--- config.mk ---
export PLATFORM = sky130hd
export DESIGN_NAME = calc_op_sequencer
export DESIGN_NICKNAME = d
export VERILOG_FILES = /design/src/rtl/calc_pkg.sv /design/src/rtl/calc_blink_timer.sv /design/src/rtl/calc_op_sequencer.sv
export SDC_FILE = /design/constraint.sdc
export NUM_CORES = 1
export LEC_CHECK = 0
export ABC_AREA = 1
export CAP_MARGIN = 0
export CORE_ASPECT_RATIO = 0.5
export CORE_UTILIZATION = 44
export CTS_CLUSTER_DIAMETER = 40
export DETAILED_ROUTE_END_ITERATION = 10
export PLACE_DENSITY_LB_ADDON = 0.15
export SETUP_SLACK_MARGIN = 0.02
export SLEW_MARGIN = 15
export SYNTH_ARGS = -nofsm -noshare
export SYNTH_HDL_FRONTEND = slang
export SYNTH_SLANG_ARGS = --single-unit
--- constraint.sdc ---
create_clock -name i_clk -period 2 [get_ports i_clk]
set_clock_uncertainty 0.1 [all_clocks]
set_input_delay 0.2 -clock i_clk [delete_from_list [all_inputs] [get_ports i_clk]]
set_output_delay 0.2 -clock i_clk [all_outputs]
set_load 0.05 [all_outputs]
--- src/rtl/calc_pkg.sv ---
// rtl/calc_pkg.sv - shared state encoding and one-hot request decoding for calc_op_sequencer
package calc_pkg;

    localparam int MAX_OPS = 16;
    localparam int IDX_W   = 4;

    typedef enum logic [2:0] {
        ST_INIT,
        ST_IDLE,
        ST_START,
        ST_EXEC,
        ST_LOAD,
        ST_SHOW,
        ST_BLANK,
        ST_ERROR
    } state_t;

    typedef struct packed {
        logic             valid;
        logic [IDX_W-1:0] idx;
    } onehot_t;

    // valid only when exactly one bit is set; idx is that bit's position
    function automatic onehot_t onehot_decode(input logic [MAX_OPS-1:0] vec);
        onehot_t     res;
        int unsigned cnt;
        res = '0;
        cnt = 0;
        for (int i = 0; i < MAX_OPS; i++) begin
            if (vec[i]) begin
                cnt++;
                res.idx = IDX_W'(i);
            end
        end
        res.valid = (cnt == 1);
        return res;
    endfunction

endpackage

--- src/rtl/calc_blink_timer.sv ---
// rtl/calc_blink_timer.sv - blink period counter flagging end of on-phase and end of period
module calc_blink_timer #(
    parameter int ON_CYCLES     = 50,
    parameter int PERIOD_CYCLES = 200
) (
    input  logic i_clk,
    input  logic i_rst_n,
    input  logic i_clr,
    input  logic i_en,
    output logic o_on_done,
    output logic o_period_done
);

    localparam int CNT_W = $clog2(PERIOD_CYCLES);

    logic [CNT_W-1:0] r_cnt;

    assign o_on_done     = (r_cnt == CNT_W'(ON_CYCLES - 1));
    assign o_period_done = (r_cnt == CNT_W'(PERIOD_CYCLES - 1));

    always_ff @(posedge i_clk or negedge i_rst_n) begin
        if (!i_rst_n) begin
            r_cnt <= '0;
        end else if (i_clr) begin
            r_cnt <= '0;
        end else if (i_en) begin
            r_cnt <= o_period_done ? '0 : r_cnt + 1'b1;
        end
    end

endmodule

--- src/rtl/calc_op_sequencer.sv ---
// rtl/calc_op_sequencer.sv - calculator op sequencer: request arming, ALU handshake, result blink
// Optional EXEC watchdog enabled by defining OP_TIMEOUT_EN.
module calc_op_sequencer
    import calc_pkg::*;
#(
    parameter int NUM_OPS        = 4,
    parameter int ON_CYCLES      = 50,
    parameter int PERIOD_CYCLES  = 200,
    parameter int TIMEOUT_CYCLES = 1024,
    localparam int SEL_W         = $clog2(NUM_OPS)
) (
    input  logic               i_clk,
    input  logic               i_rst_n,
    input  logic [NUM_OPS-1:0] i_button,
    input  logic               i_op_done,
    input  logic               i_div_zero,
    output logic               o_load_inputs,
    output logic               o_reg_clr,
    output logic               o_op_start,
    output logic [SEL_W-1:0]   o_op_sel,
    output logic               o_ld,
    output logic               o_display,
    output logic               o_busy,
    output logic               o_err
);

    state_t             r_state;
    logic               r_load_inputs;
    logic               r_reg_clr;
    logic               r_op_start;
    logic [SEL_W-1:0]   r_op_sel;
    logic               r_ld;
    logic               r_display;
    logic               r_busy;
    logic               r_err;
    logic               r_armed;

    onehot_t            w_dec;
    logic               w_req;
    logic               w_tmr_clr;
    logic               w_tmr_en;
    logic               w_on_done;
    logic               w_period_done;
    logic               w_timeout;

    assign w_dec = onehot_decode(16'(i_button));
    assign w_req = r_armed && w_dec.valid;

    // ERROR reuses the timer as a half-period counter, restarting it at each toggle
    assign w_tmr_clr = (r_state == ST_START) || (r_state == ST_LOAD) ||
                       ((r_state == ST_ERROR) && w_on_done);
    assign w_tmr_en  = (r_state == ST_SHOW) || (r_state == ST_BLANK) || (r_state == ST_ERROR);

    calc_blink_timer #(
        .ON_CYCLES     (ON_CYCLES),
        .PERIOD_CYCLES (PERIOD_CYCLES)
    ) u_blink_timer (
        .i_clk         (i_clk),
        .i_rst_n       (i_rst_n),
        .i_clr         (w_tmr_clr),
        .i_en          (w_tmr_en),
        .o_on_done     (w_on_done),
        .o_period_done (w_period_done)
    );

`ifdef OP_TIMEOUT_EN
    localparam int WDOG_W = $clog2(TIMEOUT_CYCLES + 1);
    logic [WDOG_W-1:0] r_wdog;

    always_ff @(posedge i_clk or negedge i_rst_n) begin
        if (!i_rst_n) begin
            r_wdog <= '0;
        end else if (r_state == ST_START) begin
            r_wdog <= '0;
        end else if (r_state == ST_EXEC) begin
            r_wdog <= r_wdog + 1'b1;
        end
    end

    assign w_timeout = (r_wdog == WDOG_W'(TIMEOUT_CYCLES - 1));
`else
    localparam int unused_timeout = TIMEOUT_CYCLES;
    assign w_timeout = 1'b0;
`endif

    always_ff @(posedge i_clk or negedge i_rst_n) begin
        if (!i_rst_n) begin
            r_state       <= ST_INIT;
            r_load_inputs <= 1'b0;
            r_reg_clr     <= 1'b0;
            r_op_start    <= 1'b0;
            r_op_sel      <= '0;
            r_ld          <= 1'b0;
            r_display     <= 1'b1;
            r_busy        <= 1'b0;
            r_err         <= 1'b0;
            r_armed       <= 1'b1;
        end else begin
            r_load_inputs <= 1'b0;
            r_reg_clr     <= 1'b0;
            r_op_start    <= 1'b0;
            r_ld          <= 1'b0;
            if (i_button == '0) begin
                r_armed <= 1'b1;
            end
            case (r_state)
                ST_INIT: begin
                    r_reg_clr     <= 1'b1;
                    r_load_inputs <= 1'b1;
                    r_state       <= ST_IDLE;
                end
                ST_START: r_state <= ST_EXEC;
                ST_EXEC: begin
                    if (i_op_done && !i_div_zero) begin
                        r_ld    <= 1'b1;
                        r_state <= ST_LOAD;
                    end else if (i_op_done || w_timeout) begin
                        r_err     <= 1'b1;
                        r_busy    <= 1'b0;
                        r_display <= 1'b1;
                        r_state   <= ST_ERROR;
                    end
                end
                ST_LOAD: begin
                    r_busy  <= 1'b0;
                    r_state <= ST_SHOW;
                end
                ST_IDLE, ST_SHOW, ST_BLANK, ST_ERROR: begin
                    // a new request pre-empts any blink transition due this cycle
                    if (w_req) begin
                        r_op_start <= 1'b1;
                        r_op_sel   <= SEL_W'(w_dec.idx);
                        r_busy     <= 1'b1;
                        r_err      <= 1'b0;
                        r_display  <= 1'b1;
                        r_armed    <= 1'b0;
                        r_state    <= ST_START;
                    end else if (r_state == ST_SHOW && w_on_done) begin
                        r_display <= 1'b0;
                        r_state   <= ST_BLANK;
                    end else if (r_state == ST_BLANK && w_period_done) begin
                        r_display <= 1'b1;
                        r_state   <= ST_SHOW;
                    end else if (r_state == ST_ERROR && w_on_done) begin
                        r_display <= ~r_display;
                    end
                end
                default: r_state <= ST_INIT;
            endcase
        end
    end

    assign o_load_inputs = r_load_inputs;
    assign o_reg_clr     = r_reg_clr;
    assign o_op_start    = r_op_start;
    assign o_op_sel      = r_op_sel;
    assign o_ld          = r_ld;
    assign o_display     = r_display;
    assign o_busy        = r_busy;
    assign o_err         = r_err;

endmodule
After elaboration in Yosys (flattened, before gate mapping)
Cells that the tools add are included.
{"block": "totals", "ram_bits": 0, "n_memories": 0, "regBits": 20, "output_inout_bits": 9, "latch_bits": 0, "in_bits": 8, "word_cells": 89, "romBits": 0}
{"block": "op_classes", "addsub": 4, "n_shift": 0, "multipliers": 0, "mux": 37, "eq_ne": 16, "reduce_logical": 21, "magnitude_cmp": 0, "div_mod_pow": 0, "n_bitwise": 1}
{"op": "adder 32 x 1 -> 32 bit (second input constant)", "count": 3}
{"op": "two-way mux 32 bit", "count": 3}
{"op": "equality test 32 x 1 -> 1 bit (second input constant)", "count": 1}
{"op": "two-way mux 8 bit", "count": 3}
{"op": "two-way mux 1 bit", "count": 20}
{"op": "two-way mux 3 bit", "count": 5}
{"op": "one-hot mux 3 bit (5 select lines)", "count": 1}
{"op": "equality test 3 bit (second input constant)", "count": 4}
{"op": "AND reduction 4 bit", "count": 3}
{"op": "adder 8 x 1 -> 8 bit (second input constant)", "count": 1}
{"op": "equality test 8 x 6 -> 1 bit (second input constant)", "count": 1}
{"op": "equality test 8 bit (second input constant)", "count": 1}
{"op": "equality test 3 x 2 -> 1 bit (second input constant)", "count": 2}
{"op": "!= test 2 bit (second input constant)", "count": 3}
{"op": "logical AND 1 bit", "count": 5}
{"op": "!= test 5 bit (second input constant)", "count": 1}
{"op": "logical NOT 4 bit", "count": 1}
{"op": "logical OR 1 bit", "count": 4}
{"op": "two-way mux 2 bit", "count": 2}
{"op": "!= test 4 bit (second input constant)", "count": 1}
{"op": "one-hot mux 1 bit (2 select lines)", "count": 2}
{"op": "AND reduction 2 bit", "count": 2}
{"op": "nonzero test 2 bit", "count": 2}
{"op": "OR reduction 4 bit", "count": 1}
{"op": "other kinds (7)", "count": 7}

Longest topological paths before layout
{"block": "logic_depth", "word_depth": 11, "depth_mapped": 17, "mapped_depth_nobuf": 17}

Modules after synthesis
From an unflattened synthesis, not the netlist that was laid out.
{"block": "unflattened", "cells_unflattened": 186, "area_unflattened_um2": 1375.1}
{"mod": "calc_op_sequencer", "n_inst": 1, "cells_per_inst": 115, "area_per_inst_um2": 857.1, "seq_area_each_um2": 302.8}
{"mod": "calc_blink_timer", "n_inst": 1, "cells_per_inst": 71, "area_per_inst_um2": 518.0, "seq_area_each_um2": 200.2}

Worst setup path before layout
No wires, ideal clock.
{"block": "synth_timing", "path_kind": "input port to flip-flop", "startpoint": "input port i_button[0]", "endpoint": "register r_busy, in the netlist o_busy", "setup_ns": 0.119, "cell_stages": 13, "slack_ns": 0.186, "n_path_buf": 0, "t_required_ns": 1.781, "arrival_time_ns": 1.594, "path_cell_list": "inv_1 -> ha_1 -> nor2_2 -> nor2_2 -> ha_1 -> nor2_1 -> o21ai_0 -> nand2_2 -> nand3_4 -> nand2_1 -> nand2_1 -> nand2_1 -> nand2_1"}
{"block": "synth_via", "elab_chain_cells": 11}
{"item": "start, declared", "line": "calc_op_sequencer.sv:14", "text": "input logic [NUM_OPS-1:0] i_button,"}
{"item": "two-way mux 1 bit *", "line": "calc_pkg.sv:30", "text": "if (vec[i]) begin"}
{"item": "adder 32 x 1 -> 32 bit", "line": "calc_pkg.sv:31", "text": "cnt++;"}
{"item": "two-way mux 32 bit *", "line": "calc_pkg.sv:30"}
{"item": "adder 32 x 1 -> 32 bit", "line": "calc_pkg.sv:31"}
{"item": "two-way mux 32 bit *", "line": "calc_pkg.sv:30"}
{"item": "adder 32 x 1 -> 32 bit", "line": "calc_pkg.sv:31"}
{"item": "two-way mux 32 bit *", "line": "calc_pkg.sv:30"}
{"item": "equality test 32 x 1 -> 1 bit *", "line": "calc_pkg.sv:35", "text": "res.valid = (cnt == 1);"}
{"item": "logical AND 1 bit *", "line": "calc_op_sequencer.sv:47", "text": "assign w_req = r_armed && w_dec.valid;"}
{"item": "!= test 2 bit (no source line) *"}
{"item": "AND reduction 4 bit (no source line) *"}
{"item": "end signal, assigned", "line": "calc_op_sequencer.sv:95", "text": "r_busy <= 1'b0;"}
{"item": "end signal, assigned", "line": "calc_op_sequencer.sv:119", "text": "r_busy <= 1'b0;"}
{"item": "end signal, assigned", "line": "calc_op_sequencer.sv:125", "text": "r_busy <= 1'b0;"}
{"item": "end, declared", "line": "calc_op_sequencer.sv:34", "text": "logic r_busy;"}
Every way passes the cells marked *; elsewhere a longest branch is shown, timed or not.
A chain may end at the register's enable or synchronous reset.

Worst setup path after layout
{"block": "layout_timing", "startpoint": "register r_display, in the netlist o_display", "endpoint": "output port o_display"}
{"item": "start, declared", "line": "calc_op_sequencer.sv:33", "text": "logic r_display;"}
{"item": "start signal, assigned", "line": "calc_op_sequencer.sv:145", "text": "r_display <= ~r_display;"}
{"item": "end, declared", "line": "calc_op_sequencer.sv:22", "text": "output logic o_display,"}
No word-level cell between the ends.

==> results.toml <==
[clock_network]
clk_pin_slew_ns = 0.08
clockRootBuffer = "clkbuf_8"
clock_path_buffers = 2
cts_sinks = 20
numCtsBuffers = 3
cts_tree = "done"
insertion_delay_ns = 0.26
cts_max_level = 1

[detailed_routing]
drt-vias-per-instance = 4.68
ant_nets = 0
drcViolationCount = 0
drt_iter0_markers = 23
wl_um = 2480
dr.pass1.iters = 4
wire_per_inst_um = 10.3
met3_length_um = 82
topRoutingLayerUsed = "met3"
vias = 1129
wl_met2_um = 1180
met1_length_um = 1210

[synthesis]
synth_edf_count = 0
ys_seq_area_frac = 0.375
synth-simple-area-share = 0.384
synth_top_area_frac = 0.336
postSynthAreaPerCell_um2 = 7.58
synth-seq-cells = 20
synth-compound-area-share = 0.0876
async_flop_share = 1.00
synth_xor_area_frac = 0.0130
synth_commonest_cells = "46 x nand2_1, 22 x inv_1, 22 x nor2_1, 18 x dfrtp_1, 12 x nand3_1"
synthTopCellsByArea = "dfrtp_1 34%, nand2_1 13%, inv_1 6.2%, nor2_1 6.2%, ha_1 4.7%"
ys.flop_type = "dfrtp_1"
synthDistinctLibCells = 27
yosys.area.top_type = "dfrtp_1"
synth_most_common_cell = "nand2_1"
synth_top_family_by_area = "simple AND/OR/NAND/NOR gates"
yosys_warnings = 0
syn-instance-count = 177
synthMuxAreaShare = 0
syn_area_mm2 = 0.00134
synthAdderAreaFrac = 0.0466
synthesis.nets = 190

[cells_and_area]
final_cells = 241
drive_gt1_frac = 0.250
fin_util = 0.610
final_area_mm2 = 0.00168
nets = 218
syn_to_final_growth_pct = 25.0
antenna_cells = 0
fill_cells = 256

[worst_setup_path]
crit_family = "buffers and inverters"
worstReg2RegStart = "u_blink_timer.r_cnt[1]$_DFFE_PN0P_"
r2r_slack_ns = 0.38
crit_chain = "clkdlybuf4s50_1"
worst-setup-path-type = "reg2out"
ff2ff_path_depth = 9
start_kind = "register"
critPathMaxStageDelay_ns = 0.79
crit_slowest_cell = "clkdlybuf4s50_1"
cp-end-kind = "primary output"
arrival_ns = 1.60
cp.buffers_inverters = 1
worstPathMaxFanout = 3
cp_data_required_time_ns = 1.70
rr_endpoint = "r_state[1]$_DFFE_PN0P_"

[pwr]
p_leak_nw = 0.871
p_sw_frac = 0.481
power_mw = 2.29
p_int_mw = 1.19
combPwrFrac = 0.566
power_density_mw_per_mm2 = 1360
ir_worst_vdd_mv = 0.513
p_switching_mw = 1.10
clock_power_share = 0.138
seq_power_share = 0.296

[floorplanning]
core_mm2 = 0.00275
initial_core_util = 0.488
die-area_mm2 = 0.00329
fp.dieH_um = 41.1
row_count = 13
io_pins = 17
die-width_um = 80.1

[sta]
max_freq_mhz = 528
worst_pin_slew_ns = 0.505
slew_headroom = 0.662
min_period_ns = 1.90
slew_viol_final = 0
whs_ns = 0.167
setup_viol = 0
hold_viol = 0
timing.final.crit_share = 0.948
setup_slack_ns = 0.104
rsz0062_at_grt = "no"
tns_ns = 0

[global_route]
antenna_found_initial = 0
grt_max_degree = 21
grt-ovfl-total = 0
grt_pass1_vias = 971
grt_pass1_wl_um = 4080
grt.total_usage = 0.168

[placement]
port_buffers = 16
dpl.hpwl_um = 1910
postPlaceCellArea_mm2 = 0.00159
pre_cts_ws_ns = -0.469
place.gp.congestion = 0.840
place_inst = 235

[job]
max-cap-violations = 0

[run_status]
outcome = "finished clean"

[worst_hold_path]
hold_class = "in2async"
==> worst max path at each step <==
stage	start	to	slack, ns	cells past startpoint
4_1_cts	i_button[2]	r_state[1]$_DFFE_PN0P_	0.09	15
6_report	o_display$_DFFE_PN1P_	o_display	0.10	1
3_5_place_dp	i_button[0]	o_busy$_DFFE_PN0P_	-0.47	14
2_1_floorplan	i_button[0]	o_busy$_DFFE_PN0P_	0.19	13
5_1_grt	i_button[0]	r_state[0]$_DFFE_PN0P_	0.04	17
3_3_place_gp	i_button[0]	o_busy$_DFFE_PN0P_	-0.41	16
==> power groups by stage <==
stage          Clock [mW]  Combinational (mW)  Sequential, mW
2_1_floorplan           0               0.785           0.873
3_3_place_gp            0                1.26           0.679
3_5_place_dp            0                1.27           0.684
4_1_cts             0.325                1.31           0.676
5_1_grt             0.339                1.44           0.698
6_report            0.315                1.29           0.677
==> layer usage <==
| layer | GRT usage | vias up |
|---|---|---|
| li1 | - | 606 |
| met5 | 0 | - |
| met1 | 0.197 | 509 |
| met3 | 0.0533 | 0 |
| met4 | 0.0134 | 0 |
| met2 | 0.327 | 14 |
==> layout by cell type, fill, tap and decap left out, types with 5 or more instances in the layout <==
cell / synthesis / layout
nand2_2: 3 / 5
inv_1: 22 / 19
dfrtp_1: 18 / 18
buf_4: 1 / 8
nor2_1: 22 / 22
nand2_1: 46 / 44
clkdlybuf4s50_1: 0 / 13
nand3_1: 12 / 12
inv_2: 8 / 11
==> sequential cells by signal, summed over array words and instances (netlist names) <==
signal	count
o_display	1
o_reg_clr	1
o_op_sel	2
u_blink_timer.r_cnt	8
o_err	1
o_busy	1
o_ld	1
r_state	3
o_op_start	1
r_armed	1
==> kinds of logic after synthesis <==
group                    count (synthesis)
flip-flops                              20
AO/OA/AOI/OAI                           19
XOR/XNOR                                 2
buffers and inverters                   32
AND/OR/NAND/NOR                         99
adder cells (fa/ha/maj)                  5
==> repair_timing <==
item / in CTS / in global routing
endpoints found under the setup margin: 10 / 10
pin swaps: 5 / 0
setup buffers: 2 / 0
resized for setup: 11 / 1
hold buffers: 0 / 0
endpoints found under the hold margin: 0 / 0
==> layout make-up <==
class,count,area [um2],area share
well taps,37,46.3,0.0276
repair buffers,24,220,0.131
multi-input cells,125,734,0.438
flip-flops and latches,20,503,0.300
clock buffers,4,55.1,0.0328
inverters,31,119,0.0708
(Power assumes the default switching activity.)
